[src/rtl/mix_round_sequencer.sv]
// Sequencer for the 8-lane 32-bit mixing round: one in-place lane update per clock,
// walking a fixed phase schedule for a host-programmed number of rounds.
module mix_round_sequencer #(
    parameter int FB_REPS  = 12,
    parameter int MUL_REPS = 6,
    parameter int RND_W    = 16
) (
    input  logic             clk_i,
    input  logic             rst_i,
    input  logic             start_i,
    input  logic [RND_W-1:0] rounds_i,
    input  logic             wr_en_i,
    input  logic [2:0]       wr_sel_i,
    input  logic [31:0]      wr_data_i,
    input  logic [2:0]       rd_sel_i,
    output logic [31:0]      rd_data_o,
    output logic             busy_o,
    output logic             done_o
);

    typedef enum logic {IDLE, RUN} state_e;
    typedef enum logic [2:0] {
        PH_ADD, PH_CHAIN, PH_CROSS, PH_XSH, PH_SHMIX, PH_FB, PH_MULA, PH_MULB
    } phase_e;

    localparam logic [15:0] FB_LAST  = 16'((FB_REPS  > 0) ? FB_REPS  - 1 : 0);
    localparam logic [15:0] MUL_LAST = 16'((MUL_REPS > 0) ? MUL_REPS - 1 : 0);

    state_e           state_q;
    phase_e           phase_q;
    logic [15:0]      pass_q;
    logic [2:0]       idx_q;
    logic [RND_W-1:0] rem_q;
    logic             busy_q;
    logic             done_q;
    logic [31:0]      lane_q [8];

    function automatic logic [31:0] ma(input logic [2:0] i);
        case (i)
            3'd0: ma = 32'd2;   3'd1: ma = 32'd3;   3'd2: ma = 32'd5;   3'd3: ma = 32'd7;
            3'd4: ma = 32'd11;  3'd5: ma = 32'd13;  3'd6: ma = 32'd17;  default: ma = 32'd19;
        endcase
    endfunction

    function automatic logic [31:0] ca(input logic [2:0] i);
        case (i)
            3'd0: ca = 32'd3;   3'd1: ca = 32'd5;   3'd2: ca = 32'd7;   3'd3: ca = 32'd11;
            3'd4: ca = 32'd13;  3'd5: ca = 32'd17;  3'd6: ca = 32'd19;  default: ca = 32'd23;
        endcase
    endfunction

    function automatic logic [31:0] mb(input logic [2:0] i);
        case (i)
            3'd0: mb = 32'd2;   3'd1: mb = 32'd3;   3'd2: mb = 32'd3;   3'd3: mb = 32'd3;
            3'd4: mb = 32'd5;   3'd5: mb = 32'd13;  3'd6: mb = 32'd35;  default: mb = 32'd87;
        endcase
    endfunction

    function automatic logic [31:0] cb(input logic [2:0] i);
        case (i)
            3'd0: cb = 32'd0;   3'd1: cb = 32'd1;   3'd2: cb = 32'd8;   3'd3: cb = 32'd27;
            3'd4: cb = 32'd64;  3'd5: cb = 32'd125; 3'd6: cb = 32'd216; default: cb = 32'd343;
        endcase
    endfunction

    // Neighbour indices wrap naturally in 3 bits; reads see lanes already updated this pass.
    logic [2:0]  i1, i2, i3, i4, i5, i6, i7;
    logic [31:0] cur, upd;

    always_comb begin
        i1  = idx_q + 3'd1;
        i2  = idx_q + 3'd2;
        i3  = idx_q + 3'd3;
        i4  = idx_q + 3'd4;
        i5  = idx_q + 3'd5;
        i6  = idx_q + 3'd6;
        i7  = idx_q + 3'd7;
        cur = lane_q[idx_q];
        upd = cur;
        case (phase_q)
            PH_ADD:   upd = cur + {29'd0, idx_q};
            PH_CHAIN: upd = cur + lane_q[i7];
            PH_CROSS: upd = cur + lane_q[i1] - lane_q[i5];
            PH_XSH:   upd = cur ^ (lane_q[i3] << 16);
            PH_SHMIX: upd = cur - (lane_q[i2] >> 17) + (lane_q[i4] >> 12);
            PH_FB:    upd = cur + lane_q[i7] - lane_q[i6];
            PH_MULA:  upd = cur * ma(idx_q) + ca(idx_q);
            PH_MULB:  upd = cur * mb(idx_q) + cb(idx_q);
            default:  upd = cur;
        endcase
    end

    // Phase/pass advance taken when the lane index wraps; zero-repeat phases are skipped.
    phase_e      nxt_phase;
    logic [15:0] nxt_pass;
    logic        round_end;

    always_comb begin
        nxt_phase = phase_q;
        nxt_pass  = pass_q;
        round_end = 1'b0;
        case (phase_q)
            PH_SHMIX: begin
                if (FB_REPS > 0)       nxt_phase = PH_FB;
                else if (MUL_REPS > 0) nxt_phase = PH_MULA;
                else                   round_end = 1'b1;
            end
            PH_FB: begin
                if (pass_q == FB_LAST) begin
                    nxt_pass = 16'd0;
                    if (MUL_REPS > 0) nxt_phase = PH_MULA;
                    else              round_end = 1'b1;
                end else begin
                    nxt_pass = pass_q + 16'd1;
                end
            end
            PH_MULA: nxt_phase = PH_MULB;
            PH_MULB: begin
                if (pass_q == MUL_LAST) begin
                    nxt_pass  = 16'd0;
                    round_end = 1'b1;
                end else begin
                    nxt_pass  = pass_q + 16'd1;
                    nxt_phase = PH_MULA;
                end
            end
            default: nxt_phase = phase_e'(phase_q + 3'd1);
        endcase
    end

    always_ff @(posedge clk_i or posedge rst_i) begin
        if (rst_i) begin
            state_q <= IDLE;
            phase_q <= PH_ADD;
            pass_q  <= '0;
            idx_q   <= '0;
            rem_q   <= '0;
            busy_q  <= 1'b0;
            done_q  <= 1'b0;
            for (int k = 0; k < 8; k++) lane_q[k] <= 32'(k);
        end else begin
            done_q <= 1'b0;
            case (state_q)
                IDLE: begin
                    if (wr_en_i) lane_q[wr_sel_i] <= wr_data_i;
                    if (start_i) begin
                        rem_q   <= rounds_i;
                        phase_q <= PH_ADD;
                        pass_q  <= '0;
                        idx_q   <= '0;
                        if (rounds_i == '0) begin
                            done_q <= 1'b1;
                        end else begin
                            state_q <= RUN;
                            busy_q  <= 1'b1;
                        end
                    end
                end
                RUN: begin
                    lane_q[idx_q] <= upd;
                    idx_q         <= idx_q + 3'd1;
                    if (idx_q == 3'd7) begin
                        phase_q <= nxt_phase;
                        pass_q  <= nxt_pass;
                        if (round_end) begin
                            phase_q <= PH_ADD;
                            // Down-counting remaining rounds avoids any wrap at the max count.
                            if (rem_q == RND_W'(1)) begin
                                state_q <= IDLE;
                                busy_q  <= 1'b0;
                                done_q  <= 1'b1;
                                rem_q   <= '0;
                            end else begin
                                rem_q <= rem_q - RND_W'(1);
                            end
                        end
                    end
                end
                default: state_q <= IDLE;
            endcase
        end
    end

    assign rd_data_o = lane_q[rd_sel_i];
    assign busy_o    = busy_q;
    assign done_o    = done_q;

endmodule

[config.mk]
export PLATFORM = sky130hd
export DESIGN_NAME = mix_round_sequencer
export DESIGN_NICKNAME = d
export VERILOG_FILES = /design/src/rtl/mix_round_sequencer.sv
export SDC_FILE = /design/constraint.sdc
export NUM_CORES = 2
export LEC_CHECK = 0
export CORE_ASPECT_RATIO = 1.5
export CORE_UTILIZATION = 40
export DETAILED_ROUTE_END_ITERATION = 8
export HOLD_SLACK_MARGIN = 0.02
export PLACE_DENSITY = 0.52
export SLEW_MARGIN = 20
export SYNTH_ARGS = -nofsm -noshare
export SYNTH_HDL_FRONTEND = slang
export SYNTH_SLANG_ARGS = --single-unit
[constraint.sdc]
create_clock -name clk_i -period 29.3 [get_ports clk_i]
set_clock_uncertainty 0.2 [all_clocks]
set_input_delay 4.395 -clock clk_i [delete_from_list [all_inputs] [get_ports clk_i]]
set_output_delay 4.395 -clock clk_i [all_outputs]
set_load 0.05 [all_outputs]
==> results.toml <==
[route]
drc = 0
first_iter_violations = 3797
wl_per_cell_um = 31.18
routed-via-count = 41532
first_pass_iters = 6
ant_nets = 0
finalWirelength_um = 198900
vias_per_cell = 6.510

[clock_network]
cts_setup_buffers = 0
clock_sinks = 297
clockBufferDepth = 3
clk_pin_slew_worst_paths_ps = 60
clockRootBuffer = "clkbuf_16"
holdBufCountCts = 0
cts_resized = 0
clk_latency_ps = 630
htreeDepth = 1
cts_tree = "built"
numCtsBuffers = 30

[hold_path]
min-delay-start = "lane_q[34]"
holdPathStages = 2
holdPathEnd = "lane_q[34]"
hp-class = "register to register"

[die]
initial_core_util_pct = 40.29
core_um2 = 115800
num_rows = 153
ios = 92
die_x_um = 280.9
die_h_um = 420.3
dieArea_um2 = 118100

[yosys]
synth_nets = 5635
syn_inst = 4882
netlist.area_leader.share_pct = 15.28
synth_async_sr_flop_share_pct = 100.0
synth_top_cell_by_area = "dfrtp_1"
synth-edff-count = 0
syn_avg_cell_area_um2 = 9.558
yosysUniqueCellTypes = 115
synth.yosys.seq_area_share_pct = 15.96
synth_seq_cells = 297
synthTopCellsByArea = "dfrtp_1 15%, mux4_2 15%, fa_1 12%"
yosysWarnings = 0
synth_flop_cell = "dfrtp_1"
synthesis.area_um2 = 46660

[timing]
timing.final.ws_setup_ps = 17470
rsz0062_at_grt = "no"
maxSlewViolCount = 0
hold_viol = 0
final.setup.tns_ps = 0
period_needed_ps = 11830
max_freq_mhz = 84.54
finalCritPeriodShare_pct = 40.37
finalSetupViolCount = 0
worst_slew_pin_slew_ps = 1274
max_slew_margin_pct = 12.65

[global_routing]
grtUsageTotal_pct = 33.58
gr-total-overflow = 0
grt_pass1_wl_um = 288400
grt_max_degree = 115
grt_pass1_vias = 42454
grt_antenna_before_repair = 2

[critical_path]
worstPathRequired_ps = 24700
worst_setup_path_end_kind = "output port"
reg2reg_depth = 29
arrival_ps = 7230
r2r_slack_ps = 18360
startpoint_type = "input port"
r2r_end = "lane_q[30]"
crit_type = "input port to output port"
critical_path.max_fanout = 42
timing.rr.start = "idx_q[0]"

[placement]
post-place-ws_ps = 17450
port_buffers = 91
routabilityCongestion = 0.9884
hpwl_um = 150800

[cells_and_area]
syn2layout_area_growth_pct = 7.130
fin_nets = 5556
drive_gt1_share_pct = 13.94

[flow_run]
drv_cap = 0

[outcome]
outcome = "complete, no violations"
-- per-stage QoR --
step | cells | hold slack (ps) | util, % | area, um2
2_1_floorplan | 4882 | 278.3 | - | 46660
3_3_place_gp | 6320 | 315.5 | 42.28 | 48970
3_5_place_dp | 6320 | 315.5 | 42.30 | 48990
4_1_cts | 6376 | 324.9 | 43.15 | 49970
5_1_grt | 6377 | 367.1 | 43.16 | 49980
6_report | 6380 | 319.3 | 43.16 | 49990
-- how the worst max path moves through the flow --
| stage | from | end | cells after the start |
|---|---|---|---|
| after floorplan | rst_i | busy_o | 1 |
| after global placement | rd_sel_i[0] | rd_data_o[13] | 5 |
| after detailed placement | rd_sel_i[0] | rd_data_o[13] | 5 |
| after CTS | rd_sel_i[0] | rd_data_o[13] | 5 |
| after global routing | rd_sel_i[0] | rd_data_o[22] | 5 |
| final | rd_sel_i[0] | rd_data_o[25] | 5 |
-- sequential cells by signal, indices dropped and copies added, names as in the netlist --
| signal | count |
|---|---|
| done_o | 1 |
| phase_q | 3 |
| state_q | 1 |
| pass_q | 16 |
| busy_o | 1 |
| rem_q | 16 |
| idx_q | 3 |
| lane_q | 256 |
-- cell usage in the layout, fill, tap and decap left out, types with 97 or more instances in the layout --
cell type,instances
nand2_1,515
ha_1,415
inv_1,394
nor2_1,354
mux4_2,302
dfrtp_1,282
fa_1,275
a21oi_1,224
o21ai_0,182
o221ai_1,181
xnor2_1,144
mux2i_1,143
mux2_2,108
buf_4,97
-- layout make-up --
cell class / instances / area (um2)
antenna: 3 / 7.507
clock buffer: 45 / 877.1
clock inverter: 11 / 108.9
fill: 11423 / 65830
inverter: 406 / 1531
multi-input combinational: 3880 / 36420
sequential: 297 / 7456
tap: 1550 / 1939
timing repair buffer: 188 / 1645
-- cells in the mapped netlist (10+ instances only) --
master     number
fa_1          275
and3_1         51
o21ai_0       182
o21a_1         39
a211oi_1       35
clkbuf_1      208
mux2i_1       144
o31ai_1        20
a21o_1         89
o21ai_1        24
nand2_1       515
mux4_1         10
a211o_1        12
nand4_1        23
a21oi_1       227
o22ai_1        28
a22oi_1        57
o21bai_1       28
o211ai_1       20
dfstp_2        12
nand2b_1       22
dfrtp_1       285
buf_4          10
buf_2          31
mux2_2        108
a31oi_1        24
xnor2_1       144
nor2b_1        27
mux4_2        302
ha_1          420
xor2_1         89
nor2_1        358
nand3_1        50
and2_1         66
or3_1          13
nor4_1         24
buf_6          12
buf_1          22
a221oi_1       26
o2111ai_1      12
nor3_1         46
o221ai_1      181
inv_1         395
-- per-layer routing --
layer  global-route usage, %  wire, um
met2                   58.79     98510
met4                   20.83     14580
met1                   38.51     71810
met5                       0         0
met3                   4.655     14040
-- cell families (layout without fill, tap and decap cells) --
| kind of cell | Yosys count | in the layout | synth area share, % |
|---|---|---|---|
| AO/OA/AOI/OAI | 1119 | 1119 | 16.76 |
| XOR/XNOR | 234 | 234 | 4.424 |
| adder cells (fa/ha/maj) | 695 | 695 | 23.06 |
| buffers and inverters | 705 | 650 | 6.454 |
| flip-flops | 297 | 297 | 15.96 |
| multiplexers | 571 | 571 | 21.05 |
| other | 0 | 3 | 0 |
| AND/OR/NAND/NOR | 1261 | 1261 | 12.30 |
-- critical path: stages --
cell and delay [ps]:
buf_4 350, buf_4 700, mux4_2 610, mux2_2 320, clkdlybuf4s50_1 720
Power is left out: the tool's default activity adds up to more than one toggle a clock period on the data nets, which glitch-free logic cannot reach.
